$ cat src/rtl/sap1_controller_if.sv
// Control-word bundle driven by the SAP-1 sequencer toward the datapath registers.
// Names ending in _n are active-low.
interface sap1_controller_if;
  logic       pc_inc;
  logic       pc_en;
  logic       mar_ld_n;
  logic       ram_en_n;
  logic       ir_ld_n;
  logic       ir_en_n;
  logic       a_ld_n;
  logic       a_en;
  logic       b_ld_n;
  logic       alu_sub;
  logic       alu_en;
  logic       out_ld_n;
  logic       hlt;
  logic [5:0] t_state;

  modport master (
    output pc_inc, pc_en, mar_ld_n, ram_en_n, ir_ld_n, ir_en_n, a_ld_n, a_en, b_ld_n,
           alu_sub, alu_en, out_ld_n, hlt, t_state
  );

  modport slave (
    input pc_inc, pc_en, mar_ld_n, ram_en_n, ir_ld_n, ir_en_n, a_ld_n, a_en, b_ld_n,
          alu_sub, alu_en, out_ld_n, hlt, t_state
  );
endinterface

$ cat src/rtl/sap1_controller.sv
// SAP-1 control sequencer: one-hot T1..T6 ring plus halt flag, combinational microcode decode.
// Optional manual stepping (step_i port) is enabled by defining SAP1_CTRL_STEP_EN.
module sap1_controller #(
  parameter logic [3:0] OP_LDA = 4'h0,
  parameter logic [3:0] OP_ADD = 4'h1,
  parameter logic [3:0] OP_SUB = 4'h2,
  parameter logic [3:0] OP_OUT = 4'hE,
  parameter logic [3:0] OP_HLT = 4'hF
) (
  input  logic                  clk_i,
  input  logic                  rst_i,
`ifdef SAP1_CTRL_STEP_EN
  input  logic                  step_i,
`endif
  input  logic [3:0]            opcode_i,
  sap1_controller_if.master     ctrl
);

  typedef enum logic [5:0] {
    StT1 = 6'b000001,
    StT2 = 6'b000010,
    StT3 = 6'b000100,
    StT4 = 6'b001000,
    StT5 = 6'b010000,
    StT6 = 6'b100000
  } ring_e;

  ring_e ring_q, ring_d;
  logic  halt_q, halt_d;
  logic  adv;

`ifdef SAP1_CTRL_STEP_EN
  assign adv = step_i;
`else
  assign adv = 1'b1;
`endif

  always_ff @(posedge clk_i or posedge rst_i) begin
    if (rst_i) begin
      ring_q <= StT1;
      halt_q <= 1'b0;
    end else begin
      ring_q <= ring_d;
      halt_q <= halt_d;
    end
  end

  // HLT in T4 latches the halt flag instead of advancing, parking the ring at T4.
  always_comb begin
    ring_d = ring_q;
    halt_d = halt_q;
    if (!halt_q && adv) begin
      unique case (ring_q)
        StT1:    ring_d = StT2;
        StT2:    ring_d = StT3;
        StT3:    ring_d = StT4;
        StT4: begin
          if (opcode_i == OP_HLT) halt_d = 1'b1;
          else                    ring_d = StT5;
        end
        StT5:    ring_d = StT6;
        StT6:    ring_d = StT1;
        default: ring_d = StT1;
      endcase
    end
  end

  logic pc_inc, pc_en, mar_ld_n, ram_en_n, ir_ld_n, ir_en_n;
  logic a_ld_n, a_en, b_ld_n, alu_sub, alu_en, out_ld_n, hlt;

  always_comb begin
    pc_inc   = 1'b0;
    pc_en    = 1'b0;
    mar_ld_n = 1'b1;
    ram_en_n = 1'b1;
    ir_ld_n  = 1'b1;
    ir_en_n  = 1'b1;
    a_ld_n   = 1'b1;
    a_en     = 1'b0;
    b_ld_n   = 1'b1;
    alu_sub  = 1'b0;
    alu_en   = 1'b0;
    out_ld_n = 1'b1;
    hlt      = 1'b0;

    unique case (ring_q)
      StT1: begin
        pc_en    = 1'b1;
        mar_ld_n = 1'b0;
      end
      StT2: pc_inc = 1'b1;
      StT3: begin
        ram_en_n = 1'b0;
        ir_ld_n  = 1'b0;
      end
      StT4: begin
        if (opcode_i == OP_LDA || opcode_i == OP_ADD || opcode_i == OP_SUB) begin
          ir_en_n  = 1'b0;
          mar_ld_n = 1'b0;
        end else if (opcode_i == OP_OUT) begin
          a_en     = 1'b1;
          out_ld_n = 1'b0;
        end else if (opcode_i == OP_HLT) begin
          hlt = 1'b1;
        end
      end
      StT5: begin
        if (opcode_i == OP_LDA) begin
          ram_en_n = 1'b0;
          a_ld_n   = 1'b0;
        end else if (opcode_i == OP_ADD || opcode_i == OP_SUB) begin
          ram_en_n = 1'b0;
          b_ld_n   = 1'b0;
          alu_sub  = (opcode_i == OP_SUB);
        end
      end
      StT6: begin
        if (opcode_i == OP_ADD || opcode_i == OP_SUB) begin
          alu_en  = 1'b1;
          a_ld_n  = 1'b0;
          alu_sub = (opcode_i == OP_SUB);
        end
      end
      default: ;
    endcase

    // Reset and halt both silence the whole word; halt keeps only hlt raised.
    if (rst_i || halt_q) begin
      pc_inc   = 1'b0;
      pc_en    = 1'b0;
      mar_ld_n = 1'b1;
      ram_en_n = 1'b1;
      ir_ld_n  = 1'b1;
      ir_en_n  = 1'b1;
      a_ld_n   = 1'b1;
      a_en     = 1'b0;
      b_ld_n   = 1'b1;
      alu_sub  = 1'b0;
      alu_en   = 1'b0;
      out_ld_n = 1'b1;
      hlt      = halt_q && !rst_i;
    end

    // Without a step strobe no register may reload; enables stay as decoded.
    if (!adv) begin
      mar_ld_n = 1'b1;
      ir_ld_n  = 1'b1;
      a_ld_n   = 1'b1;
      b_ld_n   = 1'b1;
      out_ld_n = 1'b1;
    end
  end

  assign ctrl.pc_inc   = pc_inc;
  assign ctrl.pc_en    = pc_en;
  assign ctrl.mar_ld_n = mar_ld_n;
  assign ctrl.ram_en_n = ram_en_n;
  assign ctrl.ir_ld_n  = ir_ld_n;
  assign ctrl.ir_en_n  = ir_en_n;
  assign ctrl.a_ld_n   = a_ld_n;
  assign ctrl.a_en     = a_en;
  assign ctrl.b_ld_n   = b_ld_n;
  assign ctrl.alu_sub  = alu_sub;
  assign ctrl.alu_en   = alu_en;
  assign ctrl.out_ld_n = out_ld_n;
  assign ctrl.hlt      = hlt;
  assign ctrl.t_state  = ring_q;

endmodule

$ cat src/flat_wrapper.sv
// flat-port wrapper written by rule: the top's interface ports become plain ports
module sap1_controller_flat 
#(
  parameter logic [3:0] OP_LDA = 4'h0,
  parameter logic [3:0] OP_ADD = 4'h1,
  parameter logic [3:0] OP_SUB = 4'h2,
  parameter logic [3:0] OP_OUT = 4'hE,
  parameter logic [3:0] OP_HLT = 4'hF
)
  (clk_i, rst_i, opcode_i, ctrl_pc_inc, ctrl_pc_en, ctrl_mar_ld_n, ctrl_ram_en_n, ctrl_ir_ld_n, ctrl_ir_en_n, ctrl_a_ld_n, ctrl_a_en, ctrl_b_ld_n, ctrl_alu_sub, ctrl_alu_en, ctrl_out_ld_n, ctrl_hlt, ctrl_t_state);
  sap1_controller_if ctrl_i ();
  input  logic clk_i;
  input  logic rst_i;
  input  logic [3:0] opcode_i;
  output wire logic [$bits(ctrl_i.pc_inc)-1:0] ctrl_pc_inc;
  output wire logic [$bits(ctrl_i.pc_en)-1:0] ctrl_pc_en;
  output wire logic [$bits(ctrl_i.mar_ld_n)-1:0] ctrl_mar_ld_n;
  output wire logic [$bits(ctrl_i.ram_en_n)-1:0] ctrl_ram_en_n;
  output wire logic [$bits(ctrl_i.ir_ld_n)-1:0] ctrl_ir_ld_n;
  output wire logic [$bits(ctrl_i.ir_en_n)-1:0] ctrl_ir_en_n;
  output wire logic [$bits(ctrl_i.a_ld_n)-1:0] ctrl_a_ld_n;
  output wire logic [$bits(ctrl_i.a_en)-1:0] ctrl_a_en;
  output wire logic [$bits(ctrl_i.b_ld_n)-1:0] ctrl_b_ld_n;
  output wire logic [$bits(ctrl_i.alu_sub)-1:0] ctrl_alu_sub;
  output wire logic [$bits(ctrl_i.alu_en)-1:0] ctrl_alu_en;
  output wire logic [$bits(ctrl_i.out_ld_n)-1:0] ctrl_out_ld_n;
  output wire logic [$bits(ctrl_i.hlt)-1:0] ctrl_hlt;
  output wire logic [$bits(ctrl_i.t_state)-1:0] ctrl_t_state;
  assign ctrl_pc_inc = ctrl_i.pc_inc;
  assign ctrl_pc_en = ctrl_i.pc_en;
  assign ctrl_mar_ld_n = ctrl_i.mar_ld_n;
  assign ctrl_ram_en_n = ctrl_i.ram_en_n;
  assign ctrl_ir_ld_n = ctrl_i.ir_ld_n;
  assign ctrl_ir_en_n = ctrl_i.ir_en_n;
  assign ctrl_a_ld_n = ctrl_i.a_ld_n;
  assign ctrl_a_en = ctrl_i.a_en;
  assign ctrl_b_ld_n = ctrl_i.b_ld_n;
  assign ctrl_alu_sub = ctrl_i.alu_sub;
  assign ctrl_alu_en = ctrl_i.alu_en;
  assign ctrl_out_ld_n = ctrl_i.out_ld_n;
  assign ctrl_hlt = ctrl_i.hlt;
  assign ctrl_t_state = ctrl_i.t_state;
  sap1_controller #(.OP_LDA(OP_LDA), .OP_ADD(OP_ADD), .OP_SUB(OP_SUB), .OP_OUT(OP_OUT), .OP_HLT(OP_HLT)) u_core (.clk_i(clk_i), .rst_i(rst_i), .opcode_i(opcode_i), .ctrl(ctrl_i));
endmodule
$ cat config.mk
export PLATFORM = sky130hd
export DESIGN_NAME = sap1_controller_flat
export DESIGN_NICKNAME = d
export VERILOG_FILES = /design/src/rtl/sap1_controller_if.sv /design/src/rtl/sap1_controller.sv /design/src/flat_wrapper.sv
export SDC_FILE = /design/constraint.sdc
export NUM_CORES = 1
export LEC_CHECK = 0
export ABC_CLOCK_PERIOD_IN_PS = 2500
export CORE_MARGIN = 3
export CORE_UTILIZATION = 35
export CTS_CLUSTER_SIZE = 25
export DETAILED_ROUTE_END_ITERATION = 10
export GPL_TIMING_DRIVEN = 0
export PLACE_DENSITY = 0.7
export REMOVE_ABC_BUFFERS = 1
export SYNTH_ARGS = -nofsm -noshare
export SYNTH_HDL_FRONTEND = slang
export SYNTH_SLANG_ARGS = --single-unit
$ cat constraint.sdc
create_clock -name clk_i -period 2.5 [get_ports clk_i]
set_clock_uncertainty 0.2 [all_clocks]
set_input_delay 0.25 -clock clk_i [delete_from_list [all_inputs] [get_ports clk_i]]
set_output_delay 0.25 -clock clk_i [all_outputs]
set_load 0.02 [all_outputs]
# --- Word-level counts from Yosys, hierarchy flattened ---
# Cells that the tools add are included.
word_totals:
  reg_bits: 7
  elab_cells: 67
op_classes:
  eq_ne: 11
  mux: 45
  n_bitwise: 1
  reduce_logical: 8
op_table:
  columns: ["cell", "n"]
  rows:
  - ["two-way mux 1 bit", 39]
  - ["case mux 6 bit (5 select lines)", 1]
  - ["== test 4 bit (second input constant)", 2]
  - ["case mux 1 bit (2 select lines)", 4]
  - ["== test 6 x 1 -> 1 bit (second input constant)", 1]
  - ["== test 6 x 2 -> 1 bit (second input constant)", 1]
  - ["== test 6 x 3 -> 1 bit (second input constant)", 1]
  - ["== test 6 x 4 -> 1 bit (second input constant)", 1]
  - ["== test 6 x 5 -> 1 bit (second input constant)", 1]
  - ["== test 6 bit (second input constant)", 1]
  - ["two-way mux 6 bit", 1]
  - ["== test 4 x 1 -> 1 bit (second input constant)", 1]
  - ["== test 4 x 2 -> 1 bit (second input constant)", 1]
  - ["zero test 4 bit", 1]
  - ["logical OR 1 bit", 4]
  - ["!= test 2 bit (second input constant)", 1]
  - ["AND reduction 2 bit", 1]
  - ["logical AND 1 bit", 1]
  - ["zero test 1 bit", 1]
  - ["inverter 1 bit", 1]

# --- Longest topological paths before layout ---
depth:
  ltp_word: 6
  mapped_depth: 5

# --- Worst setup path before layout ---
# No wires, ideal clock.
synth_timing:
  kind: "register to output"
  from: "reg u_core.ring_q[5] (netlist: u_core.ctrl.t_state[5])"
  to: "out ctrl_mar_ld_n"
  t_arrival_ns: 1.797
  required_time_ns: 2.050
  path_slack_ns: 0.253
  stages_incl_launch_ff: 6
  path_buffers: 1
  cell_sequence: "dfrtp_1 buf_6 nor4_1 nand3b_1 nor3_1 a31oi_1"
synth_via:
  elab_chain_len: 3
synth_rtl:
  columns: ["element", "line", "rtl"]
  rows:
  - ["start, declared", "sap1_controller.sv:28", "ring_e ring_q, ring_d;"]
  - ["start signal, assigned", "sap1_controller.sv:40", "ring_q <= StT1;"]
  - ["start signal, assigned", "sap1_controller.sv:43", "ring_q <= ring_d;"]
  - ["== test 6 x 4 -> 1 bit / == test 6 x 1 -> 1 bit (equally long branches)", "sap1_controller.sv:86", "unique case (ring_q)"]
  - ["case mux 1 bit (2 select lines) (*)", "sap1_controller.sv:86", null]
  - ["two-way mux 1 bit (*)", "sap1_controller.sv:128", "if (rst_i || halt_q) begin"]
  - ["end, declared", "flat_wrapper.sv:17", "output wire logic [$bits(ctrl_i.mar_ld_n)-1:0] ctrl_mar_ld_n;"]
# Every way passes the cells marked *; elsewhere a longest branch is shown, timed or not.

# --- Final worst setup path ---
layout_timing:
  from: "reg u_core.ring_q[1] (netlist: u_core.ctrl.t_state[1])"
  to: "out ctrl_ir_en_n"
layout_via:
  elab_chain_len: 3
layout_rtl:
  columns: ["element", "line", "rtl"]
  rows:
  - ["== test 6 x 4 -> 1 bit", "sap1_controller.sv:86", null]
  - ["two-way mux 1 bit", "sap1_controller.sv:86", null]
  - ["two-way mux 1 bit", "sap1_controller.sv:128", null]
  - ["end, declared", "flat_wrapper.sv:20", "output wire logic [$bits(ctrl_i.ir_en_n)-1:0] ctrl_ir_en_n;"]
# No other way between the ends.

==> run summary <==
The endpoint identified for the worst register-to-register timing path is u_core.ctrl.t_state[4]. Dividing the detail-routed wire length by the instance count gives 13.3 um. The run gives 0 as the number of setup violations in the final report. TritonCTS built the clock tree. After clock tree synthesis, the clock-pin slew on the worst setup and hold paths is 60 ps. The final critical path takes up 97.0% of the cycle. The run gives 0 as the final max-slew violation count.

Buffers placed on the I/O ports in this run total 24. The buffer cell driving the clock tree root was sky130_fd_sc_hd__clkbuf_4. The mean number of vias per cell is 5.22. The tools report the number of design-rule violations left by the first detailed-router iteration as 16. The detailed router placed 611 vias in this run. Compared with the post-synthesis result, the final layout area differs by 59.6%. The startpoint type of the worst setup path is a register.

For the via count of the first global-routing pass, the log shows 511. During I/O placement, the number of pins put on the boundary was 25. The final HPWL from detailed placement came out at 1100 um. Of the post-synthesis cell area, the dominant cell type holds 25.9%. Setup slack closes at 75.2 ps. The effective utilization at floorplan was 38.0%.

In this run, placement finished with an instance count of 105. Once placement finished, the instance area stood at 795 um2. The run finished with clean final reports.

Class of the most critical setup path: register to output pin. The run gives 117 as the number of standard cells in the final layout excluding fillers. The worst setup path is captured at an output pin. In this run, synthesis inferred 0 flip-flops with an integrated enable. The tools report the worst relative slew slack as 78.8%.

Static timing analysis puts the maximum clock frequency at 412 MHz. The area of all placed cells without fillers came out at 925 um2. The number of synthesis warnings is 0.

The tools report the static leakage as 0.386 nW. In this run the remaining antenna-violating nets after routing total 0. The run gives 2 as the worst-case clock buffer depth. For the final routed database, the setup TNS stands at 0 ps. The net total in the final layout is 108, and the largest driver fanout on the critical path is 4. The number of antenna violations at the first check in global routing came out at 0. The number of detailed-routing iterations run before antenna repair is 4. The register-to-register setup slack is 760 ps, and the minimum period implied by the final worst setup slack is 2420 ps.

By count the netlist is led by sky130_fd_sc_hd__nand2_1 (8), sky130_fd_sc_hd__dfrtp_1 (6), sky130_fd_sc_hd__nor2_1 (6). After synthesis, the share of flip-flops with an asynchronous set or reset is 100%. In the global route stage, overall resource usage came out at 15.2%. For the count of final hold-check violations, the log shows 0. Across all hold checks on the routed design, the worst slack comes to 327 ps.

In this run the vertical extent of the chip is 46.7 um. The post-synthesis cell type count came out at 31. STA puts the critical path data required time at 2050 ps. Synthesis produced a netlist whose cell count is 71.

The worst register-to-register path begins at u_core.ctrl.t_state[1]. At the pin with the least slew margin, the transition time is 318 ps. Clock tree synthesis inserted a total of 3 buffers. Across the run, the number of max-cap violations was 0. The min-delay analysis places its worst path in the category register to register. The level count of the clock H-tree came out at 1.

For the DRC violation count after routing, the log shows 0. The length in cells of the worst reg-to-reg path was 4; the largest net degree at the start of global routing was 17. The top cell type by total area after synthesis was sky130_fd_sc_hd__dfrtp_1. The die covers 0.00218 mm2. For this run, the leading register cell type out of synthesis is sky130_fd_sc_hd__dfrtp_1. The clock latency on the worst-skew pair is 250 ps, and the chip width is 46.7 um.

The run gives 7 as the number of sinks driven by the clock tree. The critical path launch point is u_core.ctrl.t_state[1]. The global-route wire length before repair was 2330 um. The standard-cell row count is 14. The core region is 0.00152 mm2. For the maximum vdd ir drop, the log shows 0.000561 V.

The path with the worst hold slack has its endpoint at u_core.ctrl.t_state[0]. Summing internal, switching and leakage power gives 0.769 mW. The synthesized netlist occupies a cell area of 579 um2. The run gives 1550 um as the routed wire length.

The overall overflow remaining after global route is 0. In this run the mean area of a mapped cell was 8.16 um2. The launch instance of the worst min-delay path was u_core.ctrl.t_state[0]. The share of the Yosys chip area taken by registers is 30.5%. Timing analysis after detailed placement gives a worst setup slack of -333 ps. The cell depth of the worst min-delay path was 2. The placer's final routability congestion estimate was 0.737; the number of diodes was 0. Power spread over the standard cell area amounts to 831 mW/mm2.

After synthesis, the cell types taking the most area are sky130_fd_sc_hd__dfrtp_1 (26%), sky130_fd_sc_hd__buf_6 (5.8%), sky130_fd_sc_hd__nand2_1 (5.2%), sky130_fd_sc_hd__nand3b_1 (5.2%), sky130_fd_sc_hd__dfstp_2 (4.5%). For this run, the share of the core covered by cells in the final layout is 60.7%. Counting flops and latches in the post-synthesis netlist gives 7. The cell with the most instances after synthesis was sky130_fd_sc_hd__nand2_1.

The fraction of layout instances using a drive strength above 1 is 28.7%, and the worst path arrival time is 1970 ps.
-- kinds of logic (layout without fill, tap and decap cells) --
| family | count (synthesis) | after routing | synth area share, % |
|---|---|---|---|
| and+or+nand+nor | 36 | 36 | 38.4 |
| AOI/OAI and AO/OA | 13 | 13 | 14.9 |
| buffers and inverters | 12 | 42 | 11.7 |
| DFF | 7 | 7 | 30.5 |
| xor gates and xnor gates | 3 | 3 | 4.54 |
-- critical path, stage by stage (launching register included) --
cell	delay [ps]
sky130_fd_sc_hd__dfrtp_2	430
sky130_fd_sc_hd__or4_4	570
sky130_fd_sc_hd__nor3_4	190
sky130_fd_sc_hd__buf_4	150
sky130_fd_sc_hd__nand3_1	50
sky130_fd_sc_hd__dlygate4sd2_1	320
-- layer usage --
| layer | vias up | part of all wire (%) | track usage (%) |
|---|---|---|---|
| li1 | 312 | - | - |
| met1 | 285 | 45 | 21.1 |
| met2 | 14 | 51 | 23.6 |
| met3 | 0 | 3.5 | 2.73 |
| met4 | 0 | 0 | 4.97 |
| met5 | - | 0 | 0 |
-- how the worst max path moves through the flow --
stage,depth (start not counted),endpoint
after floorplan,4,ctrl_mar_ld_n
after global placement,5,ctrl_alu_sub
after detailed placement,5,ctrl_alu_sub
after CTS,5,ctrl_out_ld_n
after global routing,5,ctrl_mar_ld_n
final,5,ctrl_ir_en_n
-- sequential cells by signal (all words and copies together) (netlist names) --
register,cells
u_core.ctrl.t_state,6
u_core.halt_q,1
-- final cells by class --
class,count,area (um2)
flip-flops and latches,7,183
fillers,145,599
multi-input cells,52,365
inverters,6,22.5
well taps,16,20.0
repair buffers,32,307
clock inverters,1,5.00
clock buffers,3,22.5
-- cells in the final DEF (no fill, tap or decap), types with 2 or more instances in the layout --
cell type	n
sky130_fd_sc_hd__nand3b_1	4
sky130_fd_sc_hd__nor4b_1	2
sky130_fd_sc_hd__nand3_1	2
sky130_fd_sc_hd__dfrtp_2	5
sky130_fd_sc_hd__clkdlybuf4s50_1	12
sky130_fd_sc_hd__nand2_1	8
sky130_fd_sc_hd__clkbuf_4	3
sky130_fd_sc_hd__buf_4	7
sky130_fd_sc_hd__xor2_1	2
sky130_fd_sc_hd__nor3_1	4
sky130_fd_sc_hd__inv_1	5
sky130_fd_sc_hd__o21ai_0	5
sky130_fd_sc_hd__nor4_4	2
sky130_fd_sc_hd__dlygate4sd2_1	5
sky130_fd_sc_hd__clkdlybuf4s15_1	2
sky130_fd_sc_hd__dlymetal6s2s_1	3
sky130_fd_sc_hd__clkdlybuf4s15_2	2
sky130_fd_sc_hd__nor2_1	6
-- repair_timing --
item                                    CTS  global route
gates resized for setup                  20             7
hold endpoints to repair                  0             6
buffers inserted                          6             1
pin swaps                                 2             2
hold buffers                              0             1
endpoints found under the setup margin   12             8
-- power by group --
| part | internal, mW | switching (mW) |
|---|---|---|
| Clock | 0.0588 | 0.0486 |
| Combinational | 0.214 | 0.212 |
| Sequential | 0.158 | 0.0767 |
| Total | 0.432 | 0.337 |
Power figures use the tool's default switching activity.
